--- src/rtl/lio_tx_scheduler.sv ---
// Round-robin scheduler sharing one LightIO LED encoder between NUM_REQ packet
// sources. A granted word is held on enc_data while the encoder is taken through
// reset, enabled until done (or timeout), and the source is then acknowledged.
//
// Optional build macro: LIO_TX_SRC_HEADER_EN
//   defined   - every grant sends a header word {1..1, grant_id} followed by the
//               payload word, with one ack after the payload.
//   undefined - payload only; no header state is built.
//
// state | meaning
// ------+-------------------------------------------------------------
// IDLE  | encoder held in reset, waiting for any req
// LOAD  | word latched, encoder reset held for RESET_CYCLES
// SEND  | encoder enabled, waiting for enc_done or timeout
// ACK   | one-cycle ack pulse to the granted source
// GAP   | encoder in reset for GAP_CYCLES before the next grant
module lio_tx_scheduler #(
    parameter int NUM_REQ        = 4,
    parameter int PACKET_SIZE    = 8,
    parameter int RESET_CYCLES   = 2,
    parameter int GAP_CYCLES     = 4,
    parameter int TIMEOUT_CYCLES = 1024
) (
    input  logic                           clock,
    input  logic                           reset,
    input  logic [NUM_REQ-1:0]             req,
    input  logic [NUM_REQ*PACKET_SIZE-1:0] req_data,
    output logic [NUM_REQ-1:0]             ack,
    output logic [2:0]                     grant_id,
    output logic                           busy,
    output logic                           timeout_err,
    output logic                           enc_reset,
    output logic                           enc_enable,
    output logic [PACKET_SIZE-1:0]         enc_data,
    input  logic                           enc_done
);

    typedef enum logic [2:0] {
        S_IDLE,
        S_LOAD,
        S_SEND,
        S_ACK,
        S_GAP
    } state_t;

    // One shared down-counter covers the reset hold, send timeout and gap.
    localparam int CNT_MAX_A = (TIMEOUT_CYCLES > RESET_CYCLES) ? TIMEOUT_CYCLES : RESET_CYCLES;
    localparam int CNT_MAX   = (CNT_MAX_A > GAP_CYCLES) ? CNT_MAX_A : GAP_CYCLES;
    localparam int CNT_W     = $clog2(CNT_MAX + 1);

    localparam logic [CNT_W-1:0] RESET_LOAD   = CNT_W'(RESET_CYCLES - 1);
    localparam logic [CNT_W-1:0] TIMEOUT_LOAD = CNT_W'(TIMEOUT_CYCLES - 1);
    localparam logic [CNT_W-1:0] GAP_LOAD     = (GAP_CYCLES > 0) ? CNT_W'(GAP_CYCLES - 1) : '0;

    state_t                 state;
    state_t                 state_nxt;
    logic [CNT_W-1:0]       cnt;
    logic [2:0]             rr_last;
    logic                   any_req;
    logic [2:0]             pick_id;
    logic [PACKET_SIZE-1:0] pick_word;
    logic [NUM_REQ-1:0]     req_sh;
    int                     cand;
    logic                   cnt_zero;

`ifdef LIO_TX_SRC_HEADER_EN
    logic                   hdr_phase;
    logic [PACKET_SIZE-1:0] payload_q;
`endif

    assign cnt_zero = (cnt == '0);

    // Round-robin search starting just after the last served source.
    always_comb begin
        any_req = 1'b0;
        pick_id = '0;
        cand    = 0;
        req_sh  = '0;
        for (int i = 1; i <= NUM_REQ; i++) begin
            cand = int'(rr_last) + i;
            if (cand >= NUM_REQ) begin
                cand = cand - NUM_REQ;
            end
            req_sh = req >> cand;
            if (!any_req && req_sh[0]) begin
                any_req = 1'b1;
                pick_id = 3'(cand);
            end
        end
        pick_word = PACKET_SIZE'(req_data >> (int'(pick_id) * PACKET_SIZE));
    end

    // State register.
    always_ff @(posedge clock) begin
        if (reset) begin
            state <= S_IDLE;
        end else begin
            state <= state_nxt;
        end
    end

    // Next-state decode.
    always_comb begin
        state_nxt = state;
        unique case (state)
            S_IDLE: if (any_req) state_nxt = S_LOAD;
            S_LOAD: if (cnt_zero) state_nxt = S_SEND;
            S_SEND: begin
                if (enc_done) begin
`ifdef LIO_TX_SRC_HEADER_EN
                    state_nxt = hdr_phase ? S_LOAD : S_ACK;
`else
                    state_nxt = S_ACK;
`endif
                end else if (cnt_zero) begin
                    state_nxt = S_ACK;
                end
            end
            S_ACK:  state_nxt = (GAP_CYCLES == 0) ? S_IDLE : S_GAP;
            S_GAP:  if (cnt_zero) state_nxt = S_IDLE;
            default: state_nxt = S_IDLE;
        endcase
    end

    // Outputs decoded from state; encoder runs only while in SEND.
    always_comb begin
        busy       = (state != S_IDLE);
        enc_enable = (state == S_SEND);
        enc_reset  = (state != S_SEND);
        ack        = '0;
        if (state == S_ACK) begin
            ack = {{(NUM_REQ-1){1'b0}}, 1'b1} << grant_id;
        end
    end

    // Down-counter reloaded on every state entry, counting to zero inside it.
    always_ff @(posedge clock) begin
        if (reset) begin
            cnt <= '0;
        end else if (state_nxt != state) begin
            case (state_nxt)
                S_LOAD:  cnt <= RESET_LOAD;
                S_SEND:  cnt <= TIMEOUT_LOAD;
                S_GAP:   cnt <= GAP_LOAD;
                default: cnt <= '0;
            endcase
        end else if (!cnt_zero) begin
            cnt <= cnt - CNT_W'(1);
        end
    end

    // Grant bookkeeping, encoder word and sticky timeout flag.
    always_ff @(posedge clock) begin
        if (reset) begin
            grant_id    <= '0;
            rr_last     <= 3'(NUM_REQ - 1);
            enc_data    <= '0;
            timeout_err <= 1'b0;
`ifdef LIO_TX_SRC_HEADER_EN
            hdr_phase   <= 1'b0;
            payload_q   <= '0;
`endif
        end else begin
            if (state == S_IDLE && any_req) begin
                grant_id <= pick_id;
                rr_last  <= pick_id;
`ifdef LIO_TX_SRC_HEADER_EN
                enc_data  <= {{(PACKET_SIZE-3){1'b1}}, pick_id};
                payload_q <= pick_word;
                hdr_phase <= 1'b1;
`else
                enc_data <= pick_word;
`endif
            end
            if (state == S_SEND && !enc_done && cnt_zero) begin
                timeout_err <= 1'b1;
            end
`ifdef LIO_TX_SRC_HEADER_EN
            // Header finished (or timed out): payload follows only on a clean done.
            if (state == S_SEND && hdr_phase && (enc_done || cnt_zero)) begin
                hdr_phase <= 1'b0;
                if (enc_done) begin
                    enc_data <= payload_q;
                end
            end
`endif
        end
    end

endmodule

--- config.mk ---
export PLATFORM = sky130hd
export DESIGN_NAME = lio_tx_scheduler
export DESIGN_NICKNAME = d
export VERILOG_FILES = /design/src/rtl/lio_tx_scheduler.sv
export SDC_FILE = /design/constraint.sdc
export NUM_CORES = 1
export LEC_CHECK = 0
export ABC_AREA = 1
export BUFFER_PORTS_ARGS = -buffer_cell sky130_fd_sc_hd__buf_2
export CORE_UTILIZATION = 50
export DETAILED_ROUTE_END_ITERATION = 16
export PLACE_DENSITY = 0.76
export SYNTH_ARGS = -nofsm -noshare
export SYNTH_HDL_FRONTEND = slang
export SYNTH_SLANG_ARGS = --single-unit
export TNS_END_PERCENT = 20
--- constraint.sdc ---
create_clock -name clock -period 2.7 [get_ports clock]
set_input_delay 0.135 -clock clock [delete_from_list [all_inputs] [get_ports clock]]
set_output_delay 0.135 -clock clock [all_outputs]
set_load 0.02 [all_outputs]
### Word level (Yosys, flattened, before mapping)

Cells that the tools add are included.

| word-level totals | value |
|---|---|
| word-level logic and storage cells | 70 |
| output and inout bits | 19 |
| flip-flop bits (word level) | 29 |

| operators by class | value |
|---|---|
| shifts and indexed selects | 6 |
| eq/ne operators | 10 |
| muxes and demuxes | 22 |
| reduce and logical (&&, ||, !) cells | 13 |
| $lt $le $gt $ge | 4 |
| $add $sub $neg | 9 |

Operators by type and width:

| kind | number |
|---|---|
| 32-bit 2-to-1 mux | 4 |
| 4-bit by 32-bit right shift with 1-bit output | 4 |
| 32-bit by 6-bit right shift with 8-bit output | 1 |
| 10-bit one-hot mux with 3 select lines | 1 |
| 3-bit 2-to-1 mux | 9 |
| 11-bit 2-to-1 mux | 2 |
| 4-bit by 3-bit subtractor with 5-bit output, second input constant | 4 |
| 4-bit by 3-bit >= comparator with 1-bit output, second input constant | 4 |
| 3-bit one-hot mux with 5 select lines | 1 |
| 11-bit zero test | 1 |
| 11-bit by 1-bit subtractor with 11-bit output, second input constant | 1 |
| 3-bit by 2-bit equality test with 1-bit output, second input constant | 3 |
| 3-bit by 2-bit adder with 4-bit output, second input constant | 2 |
| 3-bit by 1-bit equality test with 1-bit output, second input constant | 2 |
| 3-bit equality test, second input constant | 2 |
| 1-bit logical AND | 6 |
| 3-bit by 1-bit adder with 4-bit output, second input constant | 1 |
| 3-bit by 3-bit adder with 4-bit output, second input constant | 1 |
| 1-bit zero test | 4 |
| 1-bit 2-to-1 mux | 4 |
| 4-bit 2-to-1 mux | 1 |
| 1-bit by 3-bit left shift with 4-bit output, first input constant | 1 |
| 3-bit zero test | 1 |
| 3-bit by 2-bit != test with 1-bit output, second input constant | 1 |
| 3 further kinds | 3 |

### Depth between registers and ports, before layout

| logic depth | value |
|---|---|
| depth after elaboration | 19 |
| gate-level depth with buffers | 17 |
| depth with buffers taken out | 16 |

### Worst setup path after synthesis

OpenSTA, ideal clock, no wires.

| timing | value |
|---|---|
| path type | reg2reg |
| from | register, netlist name grant_id[2] |
| to | register enc_data[5] |
| path slack | 465 ps |
| data arrival time | 2126 ps |
| stages on the path, launching flop included | 16 |
| path buffers | 1 |
| setup time | 109 ps |
| required time | 2591 ps |
| cell sequence | dfxtp_1 > inv_1 > ha_1 > nor2_1 > nand3b_1 > nand2_2 > nand2_4 > nand3_2 > nand3_2 > nand3_4 > buf_6 > nand2_1 > nand3_1 > nand3_1 > nand2_1 > inv_1 |

RTL lines:

| what | line | text |
|---|---|---|
| end signal: assignment | 172 | `enc_data <= pick_word;` |
| end: declaration | 34 | `output logic [PACKET_SIZE-1:0] enc_data,` |

==> results by group <==
Outcome
  • Status: finished clean

Detailed routing
  • Vias post-DR: 2338
  • DRT Wirelength: 5120 um
  • Length of the first detailed-routing pass in iterations: 4
  • DRC: 0
  • Post-DR vias/cell: just over 5
  • Final ANT Viol Nets: 0
  • Starting DRT DRC Count: between 150 and 200
  • DR WL/cell: roughly 11 um

Worst hold path
  • Hold WC Path Type: input pin to register

Timing
  • Final Skew: 4.55 ps
  • PnR worst setup slack: about 290 ps
  • Fin. max-slew vios: 0
  • Setup TNS: 0 ps
  • Final Hold Vio Count: 0
  • Max-slew headroom: a little under three quarters
  • Final Cycle Share: between 80% and 90%
  • Final min period: approximately 2400 ps
  • Final Setup Violations: 0
  • Final hold slack: between 150 and 200 ps
  • RSZ-0062 raised after global routing: false
  • Fmax achieved: roughly 410 MHz
  • Slew @ Worst Pin: 435 ps

Logic synthesis
  • Post-Synth Adder-Cell Area: 3.94%
  • Main combinational cell family by area after synthesis: simple AND/OR/NAND/NOR gates
  • EDFF count, synth: 0
  • Synth Flop Type: dfxtp_1
  • Syn nets: slightly below 400
  • Post-synthesis sequential area ratio: 25.2%
  • Fraction of synthesized area in multiplexers: 0%
  • Cell type with the largest total area after synthesis: dfxtp_1
  • Fraction of synthesized cell area in xor and xnor cells: under 10%
  • Area contributors post-synth: dfxtp_1, nand2_1, inv_1
  • Yosys cell types: 36
  • Synth top area share: between 20 and 30%
  • Fraction of the mapped netlist area in compound gates: ~5.9%
  • Flops & latches, synth: 28
  • Syn avg cell area: between 6 and 7 um2
  • Ys async rst share: 0%
  • Post-Syn Area: around 2200 um2
  • Number of synthesis warnings: 0
  • Post-Syn Instances: approximately 350
  • Simple-gate share of the synthesized area: a little under half

GRT
  • Overall routing resource usage: between 20% and 30%
  • First-pass GRT wire length: between 8000 and 9000 um
  • Largest net degree at the start of global routing: 22
  • Vias in the first global route: just over 2000
  • Antenna violations before repair: 0
  • GR Overflow Total: 0

Cells and area
  • Filler cells: 408
  • P&R area growth vs syn: 17.6%
  • Post-route cell area: roughly 2600 um2
  • Commonest non-fill, non-tap cells in the layout: nand2_1, inv_1, buf_2, nand3_1, nor2_1
  • Ant diodes: 0
  • Final-stage net count: around 450
  • Leading cell type in the layout, fill and taps excluded: nand2_1
  • Share of layout cells above drive strength 1: 23.7%

Placed design
  • Placed cell areas: ~2500 um2
  • Buffers on Ports: 57
  • Final HPWL DP: slightly below 4000 um
  • RePlAce Congestion: approximately 0.85
  • Dpl ws: between 150 and 200 ps

Clock network
  • Clock-pin transition on the worst setup and hold timing paths: around 90 ps
  • Setup repair bufs after CTS: 0
  • CTS tree: yes
  • Inserted Clock Buffers: 3
  • Root Driver: clkbuf_8
  • Clock tree buffer depth: 2
  • Clock net sink count: 28
  • Hold Buf Count CTS: 0
  • Skew-Pair Late Insertion Delay: between 200 and 300 ps
  • CTS H-tree depth: 1

Setup path
  • CP endpoint kind: register
  • WP data required: 2920 ps
  • Critical path's largest stage delay: 480 ps
  • Startpoint class of the critical path: register
  • Top delay family on crit path: simple AND/OR/NAND/NOR gates
  • CP cell instances: inv_1, ha_1, nor2_1, nand3b_1, nand2_2, nand2_4, nand3_2, nand2_1, nand2_4, nand3_2, nand2_1, nand3_1, nand3_1, nand2_1, inv_1
  • CP Class: register to register
  • Crit-path max FO: 19
  • Crit path top cell by count: nand2_1
  • CP arrival: 2630 ps
  • Critical path's slowest cell: dfxtp_1
  • Worst path buffer plus inverter count: 2

Floorplan
  • Die X: between 60 and 70 um
  • Top Ports: between 50 and 60
  • Initial Utilization: 53.6%
  • Total die area: 4710 um2
  • Row count: 23
  • Core area: 4140 um2
  • Die H: ~70 um

Power
  • P per Cell Area: about 1400 nW/um2
  • Final Power: about 3700 uW
  • Pleak: between 0.001 and 0.0015 uW
  • Peak supply drop: a little over 0.0007 V

Run
  • Max-Cap Viols: 0
==> metal layers <==
layer / vias to the layer above / GRT usage [%] / wire, um / share of wire (%)
met5: - / 0 / 0 / 0
met4: 0 / 5.21 / 55 / 1.1
met3: 6 / 4.44 / 226 / 4.4
met2: 67 / 41.1 / 2420 / 47
met1: 1040 / 27.6 / 2430 / 47
li1: 1225 / - / - / -
==> synth_stat cells, types with 4 or more instances <==
cell type,number
nor2_1,30
dfxtp_1,28
a21oi_1,13
nand3_2,5
nand2_2,6
ha_1,7
nand2_1,74
nor3_1,4
xor2_1,7
nand4_1,21
inv_2,4
inv_1,68
nor4_1,4
nand3_1,42
==> report_power, final <==
group	internal, uW	switching [uW]	total [uW]
Combinational	950	1860	2810
Sequential	547	87.8	634
Clock	130	123	253
Total	1630	2080	3700
==> what timing repair did <==
item                                    in CTS  in global routing
resized for setup                            0                  1
hold endpoints to repair                     0                  0
endpoints found under the setup margin       0                  8
==> worst min-delay path, delay by kind of cell <==
family	cells	cell delay [ps]
AO/OA/AOI/OAI	1	160
buffers and inverters	1	90
AND/OR/NAND/NOR	1	50
==> logic make-up (layout without fill, tap and decap cells) <==
logic type,count (synthesis),count (layout)
compound gates,21,21
fa+ha+maj,7,7
buf+inv,83,138
xor+xnor,7,7
simple gates,203,204
flops,28,28
==> path summary, 6_finish.rpt <==
| kind | start | to | slack (ps) | depth (start not counted) |
|---|---|---|---|---|
| setup / recovery | grant_id[2]$_SDFFE_PP0P_ | enc_data[0]$_SDFFE_PP0P_ | 290 | 15 |
| hold / removal | enc_done | timeout_err$_SDFFE_PP0P_ | 200 | 3 |
| setup reg to reg | grant_id[2]$_SDFFE_PP0P_ | enc_data[0]$_SDFFE_PP0P_ | 290 | 15 |
| hold reg to reg | timeout_err$_SDFFE_PP0P_ | timeout_err$_SDFFE_PP0P_ | 480 | 1 |
==> registers in the layout (all words and copies together) (netlist names) <==
name,flops
grant_id,3
cnt,11
enc_data,8
rr_last,2
state,3
timeout_err,1
==> stage by stage <==
stage	utilization (%)	std cells
final	63.0	455
after CTS	62.6	454
after floorplan	-	349
after detailed placement	61.3	450
after global placement	61.3	450
after global routing	63.0	455
==> layout make-up <==
class / count / area (um2) / area share, %
inverter: 74 / 284 / 10.9
clock buffer: 4 / 55.1 / 2.11
sequential: 28 / 561 / 21.5
timing repair buffer: 60 / 308 / 11.8
multi-input combinational: 239 / 1340 / 51.4
tap: 50 / 62.6 / 2.39
No activity file was read; power rests on OpenSTA's default activity.
